[src/rtl/mw_wb_sched.sv]
// Writeback scheduler: sequences one retiring instruction's memory beats,
// register-file writes and commit pulse over single shared write ports.
module mw_wb_sched (
    input  logic        clk,
    input  logic        clr,
    input  logic        in_v,
    output logic        in_rdy,
    input  logic        in_rf1_we,
    input  logic [2:0]  in_rf1_id,
    input  logic [31:0] in_rf1_data,
    input  logic        in_rf2_we,
    input  logic [2:0]  in_rf2_id,
    input  logic [31:0] in_rf2_data,
    input  logic        in_mwe,
    input  logic [31:0] in_maddr,
    input  logic [31:0] in_mdata,
    input  logic [1:0]  in_msize,
    output logic        mem_req,
    output logic [31:0] mem_addr,
    output logic [31:0] mem_data,
    output logic [3:0]  mem_be,
    input  logic        mem_ack,
    output logic        rf_we,
    output logic [2:0]  rf_id,
    output logic [31:0] rf_data,
    output logic        commit
);

    typedef enum logic [2:0] {StIdle, StMemLo, StMemHi, StRf1, StRf2, StCmt} state_e;

    state_e      state_q, state_d;
    logic        rf1_we_q, rf2_we_q, mwe_q;
    logic [2:0]  rf1_id_q, rf2_id_q;
    logic [31:0] rf1_data_q, rf2_data_q, maddr_q, mdata_q;
    logic [1:0]  msize_q;

    logic [3:0]  mask;
    logic [1:0]  off;
    logic [7:0]  be_wide;
    logic [63:0] data_wide;
    logic        split;
    state_e      post_mem;

    // Lane alignment: the 8-bit/64-bit shifted views hold both beats, low half
    // is the first word, high half spills into the next word.
    always_comb begin
        off = maddr_q[1:0];
        unique case (msize_q)
            2'd0:    mask = 4'b0001;
            2'd1:    mask = 4'b0011;
            default: mask = 4'b1111;
        endcase
        be_wide   = {4'b0000, mask} << off;
        data_wide = {32'd0, mdata_q} << {off, 3'b000};
        split     = |be_wide[7:4];
        post_mem  = rf1_we_q ? StRf1 : (rf2_we_q ? StRf2 : StCmt);
    end

    // State register.
    always_ff @(posedge clk or negedge clr) begin
        if (!clr) state_q <= StIdle;
        else      state_q <= state_d;
    end

    // Capture the whole instruction on accept; outputs only use these copies.
    always_ff @(posedge clk or negedge clr) begin
        if (!clr) begin
            rf1_we_q   <= 1'b0;
            rf1_id_q   <= 3'd0;
            rf1_data_q <= 32'd0;
            rf2_we_q   <= 1'b0;
            rf2_id_q   <= 3'd0;
            rf2_data_q <= 32'd0;
            mwe_q      <= 1'b0;
            maddr_q    <= 32'd0;
            mdata_q    <= 32'd0;
            msize_q    <= 2'd0;
        end else if (in_v && in_rdy) begin
            rf1_we_q   <= in_rf1_we;
            rf1_id_q   <= in_rf1_id;
            rf1_data_q <= in_rf1_data;
            rf2_we_q   <= in_rf2_we;
            rf2_id_q   <= in_rf2_id;
            rf2_data_q <= in_rf2_data;
            mwe_q      <= in_mwe;
            maddr_q    <= in_maddr;
            mdata_q    <= in_mdata;
            msize_q    <= in_msize;
        end
    end

    // Next-state and per-state port drive; idle ports are held at zero.
    always_comb begin
        state_d  = state_q;
        in_rdy   = 1'b0;
        mem_req  = 1'b0;
        mem_addr = 32'd0;
        mem_data = 32'd0;
        mem_be   = 4'd0;
        rf_we    = 1'b0;
        rf_id    = 3'd0;
        rf_data  = 32'd0;
        commit   = 1'b0;
        unique case (state_q)
            StIdle: begin
                in_rdy = 1'b1;
                if (in_v) begin
                    if (in_mwe)         state_d = StMemLo;
                    else if (in_rf1_we) state_d = StRf1;
                    else if (in_rf2_we) state_d = StRf2;
                    else                state_d = StCmt;
                end
            end
            StMemLo: begin
                mem_req  = 1'b1;
                mem_addr = {maddr_q[31:2], 2'b00};
                mem_be   = be_wide[3:0];
                mem_data = data_wide[31:0];
                if (mem_ack) state_d = split ? StMemHi : post_mem;
            end
            StMemHi: begin
                mem_req  = 1'b1;
                mem_addr = {maddr_q[31:2] + 30'd1, 2'b00};
                mem_be   = be_wide[7:4];
                mem_data = data_wide[63:32];
                if (mem_ack) state_d = post_mem;
            end
            StRf1: begin
                rf_we   = 1'b1;
                rf_id   = rf1_id_q;
                rf_data = rf1_data_q;
                state_d = rf2_we_q ? StRf2 : StCmt;
            end
            StRf2: begin
                rf_we   = 1'b1;
                rf_id   = rf2_id_q;
                rf_data = rf2_data_q;
                state_d = StCmt;
            end
            StCmt: begin
                commit  = 1'b1;
                state_d = StIdle;
            end
            default: state_d = StIdle;
        endcase
    end

    // mwe_q is implied by the state path; kept for completeness of the capture.
    logic unused_mwe;
    assign unused_mwe = mwe_q;

endmodule

[config.mk]
export PLATFORM = sky130hd
export DESIGN_NAME = mw_wb_sched
export DESIGN_NICKNAME = d
export VERILOG_FILES = /design/src/rtl/mw_wb_sched.sv
export SDC_FILE = /design/constraint.sdc
export NUM_CORES = 1
export LEC_CHECK = 0
export BUFFER_PORTS_ARGS = -buffer_cell sky130_fd_sc_hd__buf_2
export CAP_MARGIN = 40
export CORE_ASPECT_RATIO = 0.8
export CORE_UTILIZATION = 40
export DETAILED_ROUTE_END_ITERATION = 8
export GPL_ROUTABILITY_DRIVEN = 1
export GPL_TIMING_DRIVEN = 1
export PLACE_DENSITY = 0.68
export REMOVE_ABC_BUFFERS = 1
export SLEW_MARGIN = 20
export SYNTH_ARGS = -nofsm -noshare
export SYNTH_HDL_FRONTEND = slang
export SYNTH_SLANG_ARGS = --single-unit
[constraint.sdc]
create_clock -name clk -period 2 [get_ports clk]
set_clock_uncertainty 0.15 [all_clocks]
set_input_delay 0.3 -clock clk [delete_from_list [all_inputs] [get_ports clk]]
set_output_delay 0.3 -clock clk [all_outputs]
set_load 0.05 [all_outputs]
==> results_dict.tcl <==
set metrics [dict create \
    run_status "finished with violations" \
    failed_checks "negative setup slack" \
    cts_max_path_buffers 2 \
    drtIter0Drc 850 \
    synth_top_flop_cell "sky130_fd_sc_hd__dfrtp_1" \
    synth-edff-count 0 \
    vias_per_cell 6.13 \
    finalMaxSlewViolations 0 \
    grt.met3_usage_pct 10.9 \
    die_width_um 156 \
    achievable-frequency_mhz 331 \
    criticalPathCategory "reg2out" \
    critPathCaptureType "primary output" \
    final-hold-violation-count 0 \
    start_util_pct 41.5 \
    tritoncts "yes" \
    period_share_pct 151 \
    finish.utilization_pct 88.0 \
    timing.final.setup_violations 245 \
    synth.area.top_cells "sky130_fd_sc_hd__dfrtp_1 (46%), sky130_fd_sc_hd__mux2_2 (17%), sky130_fd_sc_hd__mux2_1 (5.0%), sky130_fd_sc_hd__a22o_1 (4.2%), sky130_fd_sc_hd__o21ai_0 (3.1%)" \
    max_h_tree_level 4 \
    globalRouteTotalUtil_pct 35.0 \
    core.rowCount 44 \
    nFillCells 746 \
    tightestPinTransition_ns 0.648 \
    maximum_number_of_pins_on_one_net_before_global_route_repair 49 \
    postRouteWirelength_mm 43.4 \
    worst-endpoint-required_ns 1.55 \
    tritoncts.num_buffers 17 \
    worst_setup_path_start_kind "register" \
    dieHeight_um 126 \
    synthCells 693 \
    top_usage_layer "met2" \
    synth_largest_area_cell "sky130_fd_sc_hd__dfrtp_1" \
    fin_setup_tns_ns -116.06 \
    placement.io_buffers 247 \
    cell_area_reported_after_detailed_placement_um2 9920 \
    first_global_vias 9170 \
    post-route-cell-area_um2 16200 \
    yosys_warnings 0 \
    grt_pass1_wl_mm 51.7 \
    post-route-min-period_ns 3.02 \
    synth_area_um2 7630 \
    routed_wire_length_per_instance_um 28.4 \
    globalplace.congestion 0.868 \
    tritoncts_num_sinks 141 \
    global_route.usage.met1_pct 40.0 \
    relSlewSlack_pct 56.8 \
    yosysMostFrequentCell "sky130_fd_sc_hd__dfrtp_1" \
    yosys.cell_types.count 56 \
    syn-mean-instance-area_um2 11.0 \
    design.portCount 250 \
    met2_usage_pct 59.2 \
    dr_pass1_iterations 7 \
    ys_ff_latch 141 \
    root_buffer_master "sky130_fd_sc_hd__clkbuf_16" \
    critical_path_arrival_ns 2.57 \
    number_of_cells_in_the_design_after_placement 1246 \
    worst_ir_drop_vdd_mv 0.970 \
    netlist.area_leader.share_pct 46.2 \
    layout-drive-gt1-share_pct 65.0 \
    worstHoldPathType "in2reg" \
    unrepaired_setup_endpoints_after_global_routing "true" \
    postLayoutSetupSlackWorst_ns -1.02 \
    detailroute.via_count 9376 \
    area.growth.synth_to_final_pct 112 \
    dp_wirelength_mm 16.3 \
    worst_skew_pair.late_latency_ns 0.44 \
    clkSlewWorstSetupHoldPaths_ns 0.07 \
    async_reset_ff_share_pct 100 \
    layoutNonFillerInstCount 1530 \
    antenna_violations_before_repair 5 \
    fp.dieArea_um2 19600 \
    grt-ovfl-total 0 \
    num-nets-final 1405 \
    postRouteAntennaNets 0 \
    cap_viol_max_count 0 \
    route.detailed.drc 0 \
    path_max_fanout 7 \
    power_density_over_cell_area_nw_per_um2 1880 \
    synth_seq_area_share_pct 46.2 \
    core-area_um2 18400 \
    cell_types_with_the_highest_counts_after_synthesis "sky130_fd_sc_hd__dfrtp_1 (141), sky130_fd_sc_hd__mux2_2 (114), sky130_fd_sc_hd__nand2_1 (53)" \
    static_leakage_nw 7.41 \
]
worst max-delay path, cell delays in order (launching register included):
cell and delay [ns]:
sky130_fd_sc_hd__dfrtp_1 0.43, sky130_fd_sc_hd__ha_2 0.24, sky130_fd_sc_hd__nand4_1 0.24, sky130_fd_sc_hd__nor2_2 0.24, sky130_fd_sc_hd__buf_6 0.19, sky130_fd_sc_hd__nand4_1 0.14
sky130_fd_sc_hd__or3_1 0.38, sky130_fd_sc_hd__o21ai_2 0.10, sky130_fd_sc_hd__buf_6 0.18
where the power goes:
| part | total (mW) | internal (mW) | leakage (nW) | switching, mW |
|---|---|---|---|---|
| Sequential | 5.83 | 4.33 | 1.67 | 1.50 |
| Clock | 3.55 | 1.96 | 0.311 | 1.60 |
| Combinational | 21.0 | 9.96 | 5.43 | 11.1 |
| Total | 30.4 | 16.2 | 7.41 | 14.2 |
layer usage:
layer,up-vias,part of all wire [%]
met4,4,6.2
li1,3746,-
met2,766,49
met5,-,0.053
met3,244,10
met1,4616,35
registers in the layout, summed over array words and instances, names as in the netlist:
register    cells
maddr_q        32
rf2_id_q        3
rf1_id_q        3
rf2_we_q        1
rf2_data_q     32
rf1_we_q        1
state_q         3
rf1_data_q     32
mdata_q        32
msize_q         2
logic make-up (layout without fill, tap and decap cells):
kind of cell	count (synthesis)	after routing	synth area share (%)
AND/OR/NAND/NOR	148	148	10.2
multiplexers	167	167	24.3
adder cells (fa/ha/maj)	1	1	0.164
other	1	5	0.0491
AO/OA/AOI/OAI	172	172	15.2
buffers and inverters	63	643	3.80
flip-flops	141	141	46.2
per-stage QoR:
| stage | power [mW] | setup slack (ns) | hold WS (ns) |
|---|---|---|---|
| floorplan | 13.3 | -3.38 | -0.146 |
| global placement | 16.9 | -0.381 | 0.137 |
| detailed placement | 17.1 | -0.456 | 0.136 |
| CTS | 25.2 | -0.713 | 0.0000877 |
| global route | 31.2 | -1.08 | 0.214 |
| finish | 30.4 | -1.02 | 0.183 |
placed cells by master, fill, tap and decap left out, drive strengths merged, types with 19 or more instances in the layout:
| cell | n |
|---|---|
| clkbuf | 29 |
| dlygate4sd3 | 140 |
| buf | 453 |
| dfrtp | 141 |
| mux2 | 148 |
| a21oi | 19 |
| nand2 | 53 |
| nor2 | 25 |
| mux2i | 19 |
| a22o | 37 |
| o21ai | 55 |
cell type report:
cell class	count	area, um2	share of cell area [%]
clock buffers	18	439	2.71
multi-input cells	490	5480	33.9
repair buffers	604	6190	38.3
clock inverters	14	188	1.16
well taps	253	317	1.96
flip-flops and latches	141	3530	21.8
diodes	3	7.51	0.0464
inverters	7	26.3	0.162
final timing paths:
path / startpoint / to / slack, ns / depth (start not counted)
max: maddr_q[3] / mem_addr[22] / -1.02 / 8
min: in_mwe / state_q[2] / 0.18 / 4
max reg2reg: state_q[2] / maddr_q[3] / -0.43 / 11
min reg2reg: rf2_data_q[6] / rf2_data_q[6] / 0.37 / 1
max in group asynchronous: clr / maddr_q[26] / 0.78 / 3
min in group asynchronous: clr / mdata_q[1] / 0.26 / 2
repair_timing:
| action | 4_1_cts | 5_1_grt |
|---|---|---|
| buffers inserted | 56 | 43 |
| endpoints found under the hold margin | 180 | 1 |
| pin swaps | 87 | 75 |
| resized for setup | 452 | 327 |
| hold buffers | 139 | 1 |
| gates cloned | 17 | 14 |
| endpoints found under the setup margin | 110 | 246 |
Note: power is estimated with default switching activity, not from simulation.
